### src/rtl/pipe_ctrl_pkg.sv
// Shared types and constants for the pipeline stall/flush sequencer.
package pipe_ctrl_pkg;

  localparam int unsigned REG_AW_DEF     = 5;
  localparam int unsigned TMO_CYCLES_DEF = 256;
  localparam int unsigned CNT_W_DEF      = 32;

  // Register x0 is hard-wired to zero, so a load into it never creates a hazard
  localparam int unsigned X0_IDX = 0;

  typedef enum logic {
    MEM_IDLE = 1'b0,
    MEM_BUSY = 1'b1
  } mem_state_t;

  // Per-cycle controls sent to IF/ID, the PC and ID/EX
  typedef struct packed {
    logic stall;
    logic flush;
    logic pc_write;
    logic bubble;
  } hz_ctrl_t;

endpackage

### src/rtl/pipeline_hazard_ctrl_if.sv
// Stage-signal bundle between the pipeline datapath and the hazard sequencer.
interface pipeline_hazard_ctrl_if #(
  parameter int unsigned REG_AW = 5,
  parameter int unsigned CNT_W  = 32
);

  logic [REG_AW-1:0] ID_rs1_i;
  logic [REG_AW-1:0] ID_rs2_i;
  logic [REG_AW-1:0] EX_rd_i;
  logic              EX_MemRead_i;
  logic              branch_taken_i;
  logic              mem_req_i;
  logic              mem_ack_i;

  logic              mem_start_o;
  logic              MemStall_o;
  logic              stall_o;
  logic              flush_o;
  logic              PC_write_o;
  logic              ID_EX_bubble_o;
  logic              mem_tmo_o;
  logic [CNT_W-1:0]  stall_cnt_o;

  // Datapath side: supplies stage information, consumes controls
  modport master (
    output ID_rs1_i, ID_rs2_i, EX_rd_i, EX_MemRead_i, branch_taken_i,
           mem_req_i, mem_ack_i,
    input  mem_start_o, MemStall_o, stall_o, flush_o, PC_write_o,
           ID_EX_bubble_o, mem_tmo_o, stall_cnt_o
  );

  // Sequencer side
  modport slave (
    input  ID_rs1_i, ID_rs2_i, EX_rd_i, EX_MemRead_i, branch_taken_i,
           mem_req_i, mem_ack_i,
    output mem_start_o, MemStall_o, stall_o, flush_o, PC_write_o,
           ID_EX_bubble_o, mem_tmo_o, stall_cnt_o
  );

endinterface

### src/rtl/mem_stall_fsm.sv
// Freezes the pipeline while a multi-cycle data-memory access is outstanding,
// with a sticky timeout when the memory never acknowledges.
module mem_stall_fsm
  import pipe_ctrl_pkg::*;
#(
  parameter int unsigned TMO_CYCLES = TMO_CYCLES_DEF
) (
  input  logic clk_i,
  input  logic rst_i,
  input  logic mem_req_i,
  input  logic mem_ack_i,
  output logic mem_start_o,
  output logic MemStall_o,
  output logic mem_tmo_o
);

  localparam int unsigned      TMO_W    = $clog2(TMO_CYCLES);
  localparam logic [TMO_W-1:0] TMO_LAST = TMO_W'(TMO_CYCLES - 1);

  mem_state_t       state_q, state_d;
  logic [TMO_W-1:0] tmo_cnt_q, tmo_cnt_d;
  logic             tmo_q, tmo_d;

  // State, timeout counter and sticky error flag
  always_ff @(posedge clk_i or negedge rst_i) begin
    if (!rst_i) begin
      state_q   <= MEM_IDLE;
      tmo_cnt_q <= '0;
      tmo_q     <= 1'b0;
    end else begin
      state_q   <= state_d;
      tmo_cnt_q <= tmo_cnt_d;
      tmo_q     <= tmo_d;
    end
  end

  // Next state and stall outputs; the ack cycle is still spent in MEM_BUSY so
  // the same MEM instruction is never restarted, and a stray ack in idle is ignored
  always_comb begin
    state_d     = state_q;
    tmo_cnt_d   = '0;
    tmo_d       = tmo_q;
    mem_start_o = 1'b0;
    MemStall_o  = 1'b0;
    case (state_q)
      MEM_IDLE: begin
        if (mem_req_i) begin
          mem_start_o = 1'b1;
          MemStall_o  = 1'b1;
          state_d     = MEM_BUSY;
        end
      end
      MEM_BUSY: begin
        MemStall_o = ~mem_ack_i;
        if (mem_ack_i) begin
          state_d = MEM_IDLE;
        end else if (tmo_cnt_q == TMO_LAST) begin
          tmo_d   = 1'b1;
          state_d = MEM_IDLE;
        end else begin
          tmo_cnt_d = tmo_cnt_q + TMO_W'(1);
        end
      end
      default: state_d = MEM_IDLE;
    endcase
  end

  assign mem_tmo_o = tmo_q;

endmodule

### src/rtl/pipeline_hazard_ctrl.sv
// Central stall/flush sequencer: load-use detection, branch flush, memory
// freeze priority and a stall-cycle performance counter.
module pipeline_hazard_ctrl
  import pipe_ctrl_pkg::*;
#(
  parameter int unsigned REG_AW     = REG_AW_DEF,
  parameter int unsigned TMO_CYCLES = TMO_CYCLES_DEF,
  parameter int unsigned CNT_W      = CNT_W_DEF
) (
  input logic                  clk_i,
  input logic                  rst_i,
  pipeline_hazard_ctrl_if.slave bus
);

  logic             mem_start_c;
  logic             mem_stall_c;
  logic             mem_tmo;
  logic             hz_c;
  hz_ctrl_t         ctrl_c;
  logic [CNT_W-1:0] stall_cnt_q;

  // Memory-access freeze sequencer
  mem_stall_fsm #(
    .TMO_CYCLES (TMO_CYCLES)
  ) u_mem_fsm (
    .clk_i       (clk_i),
    .rst_i       (rst_i),
    .mem_req_i   (bus.mem_req_i),
    .mem_ack_i   (bus.mem_ack_i),
    .mem_start_o (mem_start_c),
    .MemStall_o  (mem_stall_c),
    .mem_tmo_o   (mem_tmo)
  );

  // Load in EX feeding a source of the instruction in ID
  assign hz_c = bus.EX_MemRead_i
             && (bus.EX_rd_i != REG_AW'(X0_IDX))
             && ((bus.EX_rd_i == bus.ID_rs1_i) || (bus.EX_rd_i == bus.ID_rs2_i));

  // Priority: memory freeze, then load-use stall, then branch flush; a branch
  // waiting on a load is re-evaluated once the stall clears
  always_comb begin
    ctrl_c          = '0;
    ctrl_c.pc_write = 1'b1;
    if (mem_stall_c) begin
      ctrl_c.pc_write = 1'b0;
    end else if (hz_c) begin
      ctrl_c.stall    = 1'b1;
      ctrl_c.bubble   = 1'b1;
      ctrl_c.pc_write = 1'b0;
    end else if (bus.branch_taken_i) begin
      ctrl_c.flush = 1'b1;
    end
  end

  // Stall-cycle counter, wraps naturally at its width
  always_ff @(posedge clk_i or negedge rst_i) begin
    if (!rst_i) begin
      stall_cnt_q <= '0;
    end else if (mem_stall_c || ctrl_c.stall) begin
      stall_cnt_q <= stall_cnt_q + CNT_W'(1);
    end
  end

  assign bus.mem_start_o    = mem_start_c;
  assign bus.MemStall_o     = mem_stall_c;
  assign bus.stall_o        = ctrl_c.stall;
  assign bus.flush_o        = ctrl_c.flush;
  assign bus.PC_write_o     = ctrl_c.pc_write;
  assign bus.ID_EX_bubble_o = ctrl_c.bubble;
  assign bus.mem_tmo_o      = mem_tmo;
  assign bus.stall_cnt_o    = stall_cnt_q;

endmodule

### src/flat_wrapper.sv
// flat-port wrapper written by rule: the top's interface ports become plain ports
module pipeline_hazard_ctrl_flat import pipe_ctrl_pkg::*;
#(
  parameter int unsigned REG_AW     = REG_AW_DEF,
  parameter int unsigned TMO_CYCLES = TMO_CYCLES_DEF,
  parameter int unsigned CNT_W      = CNT_W_DEF
)
  (clk_i, rst_i, bus_ID_rs1_i, bus_ID_rs2_i, bus_EX_rd_i, bus_EX_MemRead_i, bus_branch_taken_i, bus_mem_req_i, bus_mem_ack_i, bus_mem_start_o, bus_MemStall_o, bus_stall_o, bus_flush_o, bus_PC_write_o, bus_ID_EX_bubble_o, bus_mem_tmo_o, bus_stall_cnt_o);
  pipeline_hazard_ctrl_if #(.REG_AW(REG_AW), .CNT_W(CNT_W)) bus_i ();
  input logic clk_i;
  input logic rst_i;
  input wire logic [$bits(bus_i.ID_rs1_i)-1:0] bus_ID_rs1_i;
  input wire logic [$bits(bus_i.ID_rs2_i)-1:0] bus_ID_rs2_i;
  input wire logic [$bits(bus_i.EX_rd_i)-1:0] bus_EX_rd_i;
  input wire logic [$bits(bus_i.EX_MemRead_i)-1:0] bus_EX_MemRead_i;
  input wire logic [$bits(bus_i.branch_taken_i)-1:0] bus_branch_taken_i;
  input wire logic [$bits(bus_i.mem_req_i)-1:0] bus_mem_req_i;
  input wire logic [$bits(bus_i.mem_ack_i)-1:0] bus_mem_ack_i;
  output wire logic [$bits(bus_i.mem_start_o)-1:0] bus_mem_start_o;
  output wire logic [$bits(bus_i.MemStall_o)-1:0] bus_MemStall_o;
  output wire logic [$bits(bus_i.stall_o)-1:0] bus_stall_o;
  output wire logic [$bits(bus_i.flush_o)-1:0] bus_flush_o;
  output wire logic [$bits(bus_i.PC_write_o)-1:0] bus_PC_write_o;
  output wire logic [$bits(bus_i.ID_EX_bubble_o)-1:0] bus_ID_EX_bubble_o;
  output wire logic [$bits(bus_i.mem_tmo_o)-1:0] bus_mem_tmo_o;
  output wire logic [$bits(bus_i.stall_cnt_o)-1:0] bus_stall_cnt_o;
  assign bus_i.ID_rs1_i = bus_ID_rs1_i;
  assign bus_i.ID_rs2_i = bus_ID_rs2_i;
  assign bus_i.EX_rd_i = bus_EX_rd_i;
  assign bus_i.EX_MemRead_i = bus_EX_MemRead_i;
  assign bus_i.branch_taken_i = bus_branch_taken_i;
  assign bus_i.mem_req_i = bus_mem_req_i;
  assign bus_i.mem_ack_i = bus_mem_ack_i;
  assign bus_mem_start_o = bus_i.mem_start_o;
  assign bus_MemStall_o = bus_i.MemStall_o;
  assign bus_stall_o = bus_i.stall_o;
  assign bus_flush_o = bus_i.flush_o;
  assign bus_PC_write_o = bus_i.PC_write_o;
  assign bus_ID_EX_bubble_o = bus_i.ID_EX_bubble_o;
  assign bus_mem_tmo_o = bus_i.mem_tmo_o;
  assign bus_stall_cnt_o = bus_i.stall_cnt_o;
  pipeline_hazard_ctrl #(.REG_AW(REG_AW), .TMO_CYCLES(TMO_CYCLES), .CNT_W(CNT_W)) u_core (.clk_i(clk_i), .rst_i(rst_i), .bus(bus_i));
endmodule
### config.mk
export PLATFORM = sky130hd
export DESIGN_NAME = pipeline_hazard_ctrl_flat
export DESIGN_NICKNAME = d
export VERILOG_FILES = /design/src/rtl/pipe_ctrl_pkg.sv /design/src/rtl/pipeline_hazard_ctrl_if.sv /design/src/rtl/mem_stall_fsm.sv /design/src/rtl/pipeline_hazard_ctrl.sv /design/src/flat_wrapper.sv
export SDC_FILE = /design/constraint.sdc
export NUM_CORES = 1
export LEC_CHECK = 0
export ABC_AREA = 0
export ABC_CLOCK_PERIOD_IN_PS = 2550
export BUFFER_PORTS_ARGS = -buffer_cell sky130_fd_sc_hd__buf_2
export CORE_MARGIN = 8
export CORE_UTILIZATION = 40
export DETAILED_ROUTE_END_ITERATION = 8
export PLACE_DENSITY = 0.64
export SYNTH_ARGS = -nofsm -noshare
export SYNTH_HDL_FRONTEND = slang
export SYNTH_SLANG_ARGS = --single-unit
### constraint.sdc
create_clock -name clk_i -period 2.55 [get_ports clk_i]
set_input_delay 0.255 -clock clk_i [delete_from_list [all_inputs] [get_ports clk_i]]
set_output_delay 0.255 -clock clk_i [all_outputs]
set_load 0.005 [all_outputs]
==> out/qor.csv <==
metric;value;unit
status;finished, final reports clean;
critical path class;flop to output pin;
CP top delay family;simple AND/OR/NAND/NOR gates;
Synth Area in XOR/XNOR;4.79;%
met2 Use GR;28.2;%
area leader, netlist;dfrtp_1;
Mapped Area;3290;um^2
CTS Buffer Depth;2;
Initial Utilization;40.7;%
post-synthesis adder-cell area fraction;0.760;%
per-cell routed wire length;17.2;um
Crit path depth;7;
max cap viols;0;
RSZ-0062 raised after global routing;false;
total track usage;17.1;%
crit path launch type;flop;
io pins;60;
number of fill cells;854;
Worst R2R Path Depth;5;
placed wire-length estimate;6.53;mm
Clock Latency Late Sink;0.30;ns
#FFs+latches synth;42;
largest family of logic cells by synthesized area;simple AND/OR/NAND/NOR gates;
first-pass GRT wire length;16.1;mm
initial antenna violation count;0;
mux contribution to synthesized area;2.20;%
Die Span X;107;um
Area contributors post-synth;dfrtp_1 32%, nand3_1 9.1%, nand2_1 4.0%, nor3_1 4.0%, nor4_1 3.6%;
register area share after synthesis;31.9;%
Critical-path top delay cell;nor2b_1;
area delta synth->final;14.3;%
P per Cell Area;1430;nW/um^2
drt via density;6.03;
worst-margin pin slew;1.03;ns
Rel. slew slack;31.5;%
largest net degree at the start of global routing;43;
layout cells sized above 1;22.0;%
final worst-path cycle share;87.2;%
Peak Freq;450;MHz
vias in the first global route;3282;
H-tree depth;2;
DRT Pass-1 Iters;4;
core footprint;8090;um^2
hold crit path type;input port to asynchronous set/reset pin;
Initial DRC Count;254;
met1 usage in global routing;21.6;%
via count;3377;
Post-synth EDFFs;0;
fin util;46.5;%
most frequent CP cell;buf_4;
Die Height;107;um
Remaining DRCs;0;
crit-path max FO;8;
global route overflow;0;
crit-path max cell delay;0.42;ns
Leak;1.54;nW
multi-input logic area;2020;um^2
Critical Path RT;2.30;ns
clk slew on worst S/H paths;0.09;ns
CP arrival;1.97;ns
Final Critical Period;2.22;ns
FF-to-FF setup slack;0.41;ns
RD Place Congestion;0.808;
Worst Path Buf+Inv;4;
Final Hold Viols;0;
GR peak layer;met2;
Fin Clk Skew;0.00723;ns
ys flop type;dfrtp_1;
Avg Inst Size Synth;7.99;um^2
worst vdd ir;585;uV
Antenna Violating Nets Remaining;0;
Final nets;477;
die area;11400;um^2
CP endpoint kind;output pin;
Synth Instances;412;
Final Max Tran Viols;0;
Setup TNS;0;ns
num rows;33;
clock sinks;42;
I/O Buffers;59;
GR Layer Usage met3;3.72;%
Simple-Gate Fraction of Synth Area;37.8;%
Synth Area in Compound Gates;15.6;%
WL final;9.65;mm
Synth cell types;58;
Storage cell area;1050;um^2
syn_nets;435;
Yosys top cell area share;31.9;%
CTS Buf Count;5;
YS warnings;0;
clk root buf;clkbuf_8;
setup violators final;0;
critical path, cell by cell;nor2b_1, nor2_4, buf_4, buf_4, o21ai_0, inv_1, buf_2;
# diodes;0;
CTS tree;yes;
hold_buf cts;0;
Synth async-reset ratio;100;%
-- cell usage after synthesis (all sizes together) (2+ instances only) --
library cell	n
mux2i	5
xnor2	13
nor3	28
nor4	21
o311a	3
nand2b	5
and2	3
a21oi	7
nand4	19
o21ai	13
inv	8
o2bb2ai	5
or4	12
ha	2
o21a	2
xor2	5
or2	3
and3	6
o311ai	5
a211oi	4
mux2	2
a311oi	2
nor2b	5
dfrtp	42
nand2	35
nand4b	2
nand3	60
nor2	20
and4	2
clkbuf	21
a31oi	7
buf	19
o211ai	11
a221oi	4
-- cell families (layout without fill, tap and decap cells) --
group	Yosys count	in the layout
compound gates	70	70
xor+xnor	18	18
fa+ha+maj	2	2
buf+inv	49	92
flops	42	42
mux	7	7
simple gates	224	224
-- worst reg2reg max path, delay by kind of cell, from the launching register on --
| kind | cells | cell delay, ns |
|---|---|---|
| AO/OA/AOI/OAI | 1 | 0.08 |
| XOR/XNOR | 1 | 0.16 |
| flip-flops | 1 | 0.60 |
| AND/OR/NAND/NOR | 3 | 1.19 |
-- layout by cell type (no fill, tap or decap), types with 3 or more instances in the layout --
cell type,netlist,routed
a221oi_1,4,4
clkbuf_8,0,6
nand2b_1,5,5
a31oi_1,7,7
o21ai_0,11,11
inv_1,8,8
mux2i_1,5,5
nor3_1,26,26
or4_1,11,11
nand3_1,60,60
or2_2,3,3
and2_1,3,3
xor2_1,5,5
a211oi_1,4,4
nor2_1,19,18
o2bb2ai_1,5,5
nand2_1,35,35
a21oi_1,7,7
nand4_1,17,17
xnor2_1,13,13
nor4_1,19,19
nor2b_1,5,5
o211ai_1,11,11
dfrtp_1,42,42
buf_4,2,15
o311ai_0,3,3
o311a_1,3,3
buf_2,11,59
and3_1,6,6
-- path summary, 6_finish.rpt --
check | start | endpoint
setup / recovery | u_core.u_mem_fsm.state_q | bus_PC_write_o
hold / removal | rst_i | u_core.u_mem_fsm.tmo_cnt_q[0]
setup reg to reg | u_core.bus.stall_cnt_o[8] | u_core.bus.stall_cnt_o[31]
hold reg to reg | u_core.u_mem_fsm.mem_tmo_o | u_core.u_mem_fsm.mem_tmo_o
max in group asynchronous | rst_i | u_core.bus.stall_cnt_o[13]
min in group clk_i | bus_mem_ack_i | u_core.u_mem_fsm.tmo_cnt_q[1]
-- cell type report --
class                           instances  share of cell area [%]
Clock inverter                          2                   0.332
Sequential cell                        42                    27.9
Tap cell                              105                    3.49
Multi-Input combinational cell        321                    53.7
Timing Repair Buffer                   75                    11.4
Inverter                                9                   0.997
Clock buffer                            6                    2.19
-- registers in the layout (all words and copies together) (netlist names) --
| name | count |
|---|---|
| u_core.u_mem_fsm.tmo_cnt_q | 8 |
| u_core.u_mem_fsm.state_q | 1 |
| u_core.bus.stall_cnt_o | 32 |
| u_core.u_mem_fsm.mem_tmo_o | 1 |
-- stage by stage --
step           hold WS [ns]  setup slack, ns  area (um^2)  std cells  power, mW
2_1_floorplan       -0.0406            0.555         3290        412       4.12
6_report              0.125            0.327         3760        560       5.38
5_1_grt               0.191            0.154         3760        560       5.90
4_1_cts               0.156           0.0964         3730        556       5.38
3_3_place_gp          0.461            0.458         3630        548       4.78
3_5_place_dp          0.450            0.436         3630        548       4.88
-- timing repair --
action                                  CTS  global route
gates resized for setup                   0             1
endpoints found under the setup margin    0             2
setup buffers                             0             4
-- per-layer routing --
layer,vias to the layer above,routed length [um]
met5,-,0
met3,5,559
li1,1646,-
met1,1624,4370
met2,102,4650
met4,0,68
-- report_power, final --
part | internal [mW] | switching, mW | leakage, nW
combinational | 1.66 | 2.02 | 1.06
clock | 0.218 | 0.255 | 0.0472
sequential | 0.840 | 0.389 | 0.436
total | 2.72 | 2.66 | 1.54
(Power assumes the default switching activity.)
